[src/rtl/ledger_pkg.sv]
// Shared definitions for the ledger memory handshake: phase codes seen by the
// memory controller, transfer result codes, and the initiator state encoding.
package ledger_pkg;

    localparam logic [2:0] PROC_IDLE   = 3'd0;
    localparam logic [2:0] PROC_LOAD   = 3'd1;
    localparam logic [2:0] PROC_CHECK  = 3'd2;
    localparam logic [2:0] PROC_UPDATE = 3'd3;
    localparam logic [2:0] PROC_COMMIT = 3'd4;

    typedef enum logic [1:0] {
        ERR_OK       = 2'b00,
        ERR_FUNDS    = 2'b01,
        ERR_OVERFLOW = 2'b10,
        ERR_INVALID  = 2'b11
    } err_code_e;

    typedef enum logic [2:0] {
        ST_IDLE      = 3'd0,
        ST_REQUEST   = 3'd1,
        ST_LOAD_WAIT = 3'd2,
        ST_CHECK     = 3'd3,
        ST_UPDATE    = 3'd4,
        ST_COMMIT    = 3'd5,
        ST_RESPOND   = 3'd6
    } state_e;

endpackage

[src/rtl/transfer_check.sv]
// Pure combinational transfer rule: classifies a request and produces the
// balances to write back (unchanged on any error).
module transfer_check
    import ledger_pkg::*;
#(
    parameter int WIDTH = 32
) (
    input  logic [WIDTH-1:0] amount,
    input  logic [WIDTH-1:0] sender_balance,
    input  logic [WIDTH-1:0] receiver_balance,
    input  logic             same_account,
    output err_code_e        code,
    output logic [WIDTH-1:0] new_sender_balance,
    output logic [WIDTH-1:0] new_receiver_balance
);

    logic [WIDTH:0] receiver_sum;

    assign receiver_sum = {1'b0, receiver_balance} + {1'b0, amount};

    always_comb begin
        code                 = ERR_OK;
        new_sender_balance   = sender_balance;
        new_receiver_balance = receiver_balance;
        if (amount == '0 || same_account) begin
            code = ERR_INVALID;
        end else if (amount > sender_balance) begin
            code = ERR_FUNDS;
        end else if (receiver_sum[WIDTH]) begin
            code = ERR_OVERFLOW;
        end else begin
            new_sender_balance   = sender_balance - amount;
            new_receiver_balance = receiver_sum[WIDTH-1:0];
        end
    end

endmodule

[src/rtl/transfer_control.sv]
// Initiator of the ledger load/validate/commit handshake. One request in
// flight; every output is a flop or a decode of the state register.
module transfer_control
    import ledger_pkg::*;
#(
    parameter int WIDTH     = 32,
    parameter int ADDR_W    = 5,
    parameter int LOAD_WAIT = 8
) (
    input  logic              clock,
    input  logic              reset,
    input  logic              req_valid,
    output logic              req_ready,
    input  logic [ADDR_W-1:0] req_sender,
    input  logic [ADDR_W-1:0] req_receiver,
    input  logic [WIDTH-1:0]  req_amount,
    input  logic              mem_done,
    input  logic [WIDTH-1:0]  sender_balance,
    input  logic [WIDTH-1:0]  receiver_balance,
    output logic              load_memory,
    output logic [2:0]        process,
    output logic [ADDR_W-1:0] sender_addr,
    output logic [ADDR_W-1:0] receiver_addr,
    output logic [WIDTH-1:0]  new_sender_balance,
    output logic [WIDTH-1:0]  new_receiver_balance,
    output logic              resp_valid,
    output logic              resp_ok,
    output logic [1:0]        resp_error
);

    localparam int CNT_W = $clog2(LOAD_WAIT + 1);
    localparam logic [CNT_W-1:0] CNT_LAST = CNT_W'(LOAD_WAIT - 1);

    state_e            state_q, state_d;
    logic [ADDR_W-1:0] sender_addr_q, sender_addr_d;
    logic [ADDR_W-1:0] receiver_addr_q, receiver_addr_d;
    logic [WIDTH-1:0]  amount_q, amount_d;
    logic [CNT_W-1:0]  cnt_q, cnt_d;
    logic [WIDTH-1:0]  sender_bal_q, sender_bal_d;
    logic [WIDTH-1:0]  receiver_bal_q, receiver_bal_d;
    err_code_e         code_q, code_d;
    logic [WIDTH-1:0]  new_sender_q, new_sender_d;
    logic [WIDTH-1:0]  new_receiver_q, new_receiver_d;

    logic [WIDTH-1:0]  chk_sender_bal;
    logic [WIDTH-1:0]  chk_receiver_bal;
    err_code_e         chk_code;
    logic [WIDTH-1:0]  chk_new_sender;
    logic [WIDTH-1:0]  chk_new_receiver;

    // Live memory data is only trusted in CHECK; afterwards the latched copy
    // feeds the rule so UPDATE computes from exactly what was classified.
    assign chk_sender_bal   = (state_q == ST_CHECK) ? sender_balance   : sender_bal_q;
    assign chk_receiver_bal = (state_q == ST_CHECK) ? receiver_balance : receiver_bal_q;

    transfer_check #(
        .WIDTH(WIDTH)
    ) u_check (
        .amount              (amount_q),
        .sender_balance      (chk_sender_bal),
        .receiver_balance    (chk_receiver_bal),
        .same_account        (sender_addr_q == receiver_addr_q),
        .code                (chk_code),
        .new_sender_balance  (chk_new_sender),
        .new_receiver_balance(chk_new_receiver)
    );

    always_comb begin
        state_d         = state_q;
        sender_addr_d   = sender_addr_q;
        receiver_addr_d = receiver_addr_q;
        amount_d        = amount_q;
        cnt_d           = cnt_q;
        sender_bal_d    = sender_bal_q;
        receiver_bal_d  = receiver_bal_q;
        code_d          = code_q;
        new_sender_d    = new_sender_q;
        new_receiver_d  = new_receiver_q;
        case (state_q)
            ST_IDLE: begin
                if (req_valid) begin
                    sender_addr_d   = req_sender;
                    receiver_addr_d = req_receiver;
                    amount_d        = req_amount;
                    state_d         = ST_REQUEST;
                end
            end
            ST_REQUEST: begin
                cnt_d   = '0;
                state_d = ST_LOAD_WAIT;
            end
            ST_LOAD_WAIT: begin
                // Only cycles with the controller busy count toward the load.
                if (!mem_done) begin
                    if (cnt_q == CNT_LAST) begin
                        state_d = ST_CHECK;
                    end else begin
                        cnt_d = cnt_q + 1'b1;
                    end
                end
            end
            ST_CHECK: begin
                sender_bal_d   = sender_balance;
                receiver_bal_d = receiver_balance;
                code_d         = chk_code;
                state_d        = ST_UPDATE;
            end
            ST_UPDATE: begin
                new_sender_d   = chk_new_sender;
                new_receiver_d = chk_new_receiver;
                state_d        = ST_COMMIT;
            end
            ST_COMMIT: begin
                if (mem_done) begin
                    state_d = ST_RESPOND;
                end
            end
            ST_RESPOND: begin
                state_d = ST_IDLE;
            end
            default: begin
                state_d = ST_IDLE;
            end
        endcase
    end

    always_ff @(posedge clock) begin
        if (reset) begin
            state_q         <= ST_IDLE;
            sender_addr_q   <= '0;
            receiver_addr_q <= '0;
            amount_q        <= '0;
            cnt_q           <= '0;
            sender_bal_q    <= '0;
            receiver_bal_q  <= '0;
            code_q          <= ERR_OK;
            new_sender_q    <= '0;
            new_receiver_q  <= '0;
        end else begin
            state_q         <= state_d;
            sender_addr_q   <= sender_addr_d;
            receiver_addr_q <= receiver_addr_d;
            amount_q        <= amount_d;
            cnt_q           <= cnt_d;
            sender_bal_q    <= sender_bal_d;
            receiver_bal_q  <= receiver_bal_d;
            code_q          <= code_d;
            new_sender_q    <= new_sender_d;
            new_receiver_q  <= new_receiver_d;
        end
    end

    always_comb begin
        process = PROC_IDLE;
        case (state_q)
            ST_REQUEST, ST_LOAD_WAIT: process = PROC_LOAD;
            ST_CHECK:                 process = PROC_CHECK;
            ST_UPDATE:                process = PROC_UPDATE;
            ST_COMMIT:                process = PROC_COMMIT;
            default:                  process = PROC_IDLE;
        endcase
    end

    assign req_ready            = (state_q == ST_IDLE);
    assign load_memory          = (state_q == ST_REQUEST);
    assign resp_valid           = (state_q == ST_RESPOND);
    assign resp_ok              = (state_q == ST_RESPOND) && (code_q == ERR_OK);
    assign resp_error           = (state_q == ST_RESPOND) ? code_q : ERR_OK;
    assign sender_addr          = sender_addr_q;
    assign receiver_addr        = receiver_addr_q;
    assign new_sender_balance   = new_sender_q;
    assign new_receiver_balance = new_receiver_q;

endmodule

[config.mk]
export PLATFORM = sky130hd
export DESIGN_NAME = transfer_control
export DESIGN_NICKNAME = d
export VERILOG_FILES = /design/src/rtl/ledger_pkg.sv /design/src/rtl/transfer_check.sv /design/src/rtl/transfer_control.sv
export SDC_FILE = /design/constraint.sdc
export NUM_CORES = 1
export LEC_CHECK = 0
export CAP_MARGIN = 0
export CORE_ASPECT_RATIO = 1.1
export CORE_MARGIN = 4
export CORE_UTILIZATION = 48
export DETAILED_ROUTE_END_ITERATION = 16
export HOLD_SLACK_MARGIN = 0.1
export PLACE_DENSITY = 0.81
export SYNTH_ARGS = -nofsm -noshare
export SYNTH_HDL_FRONTEND = slang
export SYNTH_HIERARCHICAL = 1
export SYNTH_SLANG_ARGS = --single-unit
[constraint.sdc]
create_clock -name clock -period 4.45 [get_ports clock]
set_clock_uncertainty 0.2 [all_clocks]
set_input_delay 1.1125 -clock clock [delete_from_list [all_inputs] [get_ports clock]]
set_output_delay 1.1125 -clock clock [all_outputs]
set_load 0.1 [all_outputs]
==> run summary <==
hold-fix buffers at CTS: 0
CTS tree: built
# fillers: 1735
vias in the first global route: 10381
CTS H-Tree Depth: 4
pin count of the biggest net entering global routing: 106
Final Max Slew Viols: 0
final core occ: 69.3%
DRT Pass-1 Iters: 5
vias per inst: 5.54
EDFF count, synth: 0
worst vdd ir: 302 uV
Syn. warnings: 6
Critical Path Start Type: primary input
Initial Util: 49.3%
Post-Syn Instances: 1335
initial antenna violation count: 2
dpl ws: -0.588 ns
final worst slack: -0.0212 ns
Rows: 56
relative slew slack: 30.8%
Sink Count: 179
worst-skew pair later-pin latency: 0.43 ns
GPL Wtd Cong: 0.936
Tcrit/Tclk final: 100%
Max Buffers Root-to-Sink: 2
Pwr per Cell Area: 354 mW/mm2
LEAKAGE: 6.31 nW
WP data arrival: 4.61 ns
CORE AREA: 0.0216 mm2
top-count cell post-synth: nand2_1
final wirelength: 34300 um
post-route minimum period: 4.47 ns
status: complete, but fails checks
Unique masters post-synth: 68
worst min path class: register to register
number of port buffers: 192
P&R area growth vs syn: 40.6%
Yosys top cell area share: 33.7%
Async S/R FF share, synth: 0%
share of layout cells above drive strength 1: 20.6%
first-pass GRT wire length: 52600 um
gr usage total: 26.7%
R2R Path Start: state_q[2]
worst slew pin tran: 1.03 ns
Die Span Y: 164 um
GRT overflow: 0
synth top area cells: dfxtp_1, nand2_1, a21oi_1
Synth area leader: dfxtp_1
Post-Layout Cell Count: 1946
ys flop type: dfxtp_1
final hold vios: 0
DRC viols: 0
post-synthesis sequential element count: 179
worst setup path endpoint: new_receiver_balance[13]
DIE AREA: 0.0246 mm2
commonest cells in the synthesized netlist: nand2_1, dfxtp_1, a21oi_1, nor2b_1, ha_1
Iter 0 DRT Violations: 804
worst r2r path cells: 20
total number of vias: 10778
Syn Area/Cell: 7.97 um2
CTS clk-pin slew, worst paths: 0.06 ns
max cap viols: 0
failing checks: setup timing
reg2reg setup slack: 0.05 ns
Hold Path Depth: 2
Nets: 1819
mapped cell area: 0.0106 mm2
worst-path maximum fanout: 13
number of I/O pins: 193
Root Driver: clkbuf_16
TritonCTS Buffers: 17
CP startpoint: receiver_balance[9]
Fmax: 0.224 GHz
HPWL after DPL: 24900 um
Setup-failing EPs final: 1
RSZ-0062 raised after global routing: yes
Fin Hold WS: 0.256 ns
register area share after synthesis: 33.7%
die width: 150 um
Reg2Reg Capture Point: new_receiver_balance[13]
Routed Antenna Nets: 0
Setup CP Type: primary input to register
syn nets: 1512
required time worst endpoint: 4.59 ns
CP Capture Type: register
routed len/inst: 17.6 um
DP Cell Count: 1900
[per-stage QoR]
stage | cell area [um2] | total power, mW | TNS, ns
2_1_floorplan | 10700 | 2.87 | 0
3_3_place_gp | 13800 | 3.49 | -31.88
3_5_place_dp | 13800 | 3.51 | -33.79
4_1_cts | 14600 | 5.17 | 0
5_1_grt | 15000 | 5.54 | -1.19
6_report | 15000 | 5.30 | -0.0212
[routing by layer]
| layer | part of all wire (%) | vias up | track usage (%) | routed length, um |
|---|---|---|---|---|
| met3 | 7.0 | 91 | 6.37 | 2400 |
| met5 | 0.035 | - | 0 | 12 |
| li1 | - | 5219 | - | - |
| met1 | 41 | 5056 | 32.9 | 13900 |
| met4 | 3.6 | 2 | 10.2 | 1230 |
| met2 | 49 | 410 | 45.1 | 16700 |
[worst max-delay path: stages]
cell             delay [ns]
clkdlybuf4s50_1        0.42
mux2_4                 0.30
ha_4                   0.30
and4_4                 0.24
o211a_1                0.17
a211oi_2               0.07
buf_4                  0.15
o31ai_4                0.25
a31oi_4                0.15
o21ai_4                0.23
a21oi_4                0.11
o2111ai_4              0.32
buf_6                  0.22
buf_12                 0.15
nand2_1                0.05
o21ai_1                0.07
nand2_1                0.07
a21oi_1                0.21
[worst min path at each step]
| stage | start | end | slack (ns) |
|---|---|---|---|
| 2_1_floorplan | cnt_q[2] | cnt_q[2] | 0.26 |
| 3_3_place_gp | new_receiver_balance[19] | new_receiver_balance[19] | 0.24 |
| 3_5_place_dp | new_receiver_balance[25] | new_receiver_balance[25] | 0.25 |
| 4_1_cts | new_receiver_balance[25] | new_receiver_balance[25] | 0.26 |
| 5_1_grt | new_sender_balance[31] | new_sender_balance[31] | 0.27 |
| 6_report | new_sender_balance[28] | new_sender_balance[28] | 0.26 |
[where the power goes]
| group | internal, mW | switching [mW] | leakage [nW] | total (mW) |
|---|---|---|---|---|
| clock | 0.930 | 0.655 | 0.303 | 1.58 |
| combinational | 0.915 | 1.07 | 4.56 | 1.98 |
| sequential | 1.66 | 0.0707 | 1.45 | 1.73 |
| total | 3.50 | 1.79 | 6.31 | 5.30 |
[flip-flops by register name (all words and copies together) (netlist names)]
name and cells:
state_q 3, amount_q 32, new_receiver_balance 32, code_q 2, receiver_addr 5, sender_addr 5, new_sender_balance 32, receiver_bal_q 32
cnt_q 4, sender_bal_q 32
[cell usage in the layout, fill, tap and decap left out, types with 11 or more instances in the layout]
cell             Yosys  routed
nand2_1            305     304
clkdlybuf4s50_1      0     181
dfxtp_1            179     179
buf_4                0     160
a21oi_1            168     155
nor2b_1             72      71
mux2_2              64      60
ha_1                65      55
o21ai_1             61      50
inv_1               43      43
xor2_1              30      30
xnor2_1             30      30
a21o_1              30      30
o21ai_0             22      20
nor2_1              20      20
clkbuf_16            0      18
a21oi_2              0      13
nand2b_1            12      12
o21ai_2              1      12
nand3_1             11      11
[area by class of cell]
class | count | area (um2) | area share [%]
clock inverter | 12 | 151 | 1.01
inverter | 43 | 161 | 1.08
clock buffer | 20 | 467 | 3.12
tap | 290 | 363 | 2.43
antenna | 1 | 2.50 | 0.0167
sequential | 179 | 3580 | 24.0
multi-input combinational | 1041 | 6940 | 46.4
timing repair buffer | 360 | 3280 | 22.0
[repair_timing]
action,in CTS,in global routing
pin swaps,21,25
endpoints found under the setup margin,62,64
gates cloned,1,2
resized for setup,33,46
setup buffers,5,5
endpoints found under the hold margin,0,0
[cells by family after synthesis]
kind of cell / Yosys count / share of synthesized area (%)
xor+xnor: 60 / 4.94
buf+inv: 115 / 4.42
flops: 179 / 33.7
mux: 72 / 7.57
compound gates: 351 / 19.8
fa+ha+maj: 67 / 8.02
simple gates: 491 / 21.6
Note: power is estimated with default switching activity, not from simulation.
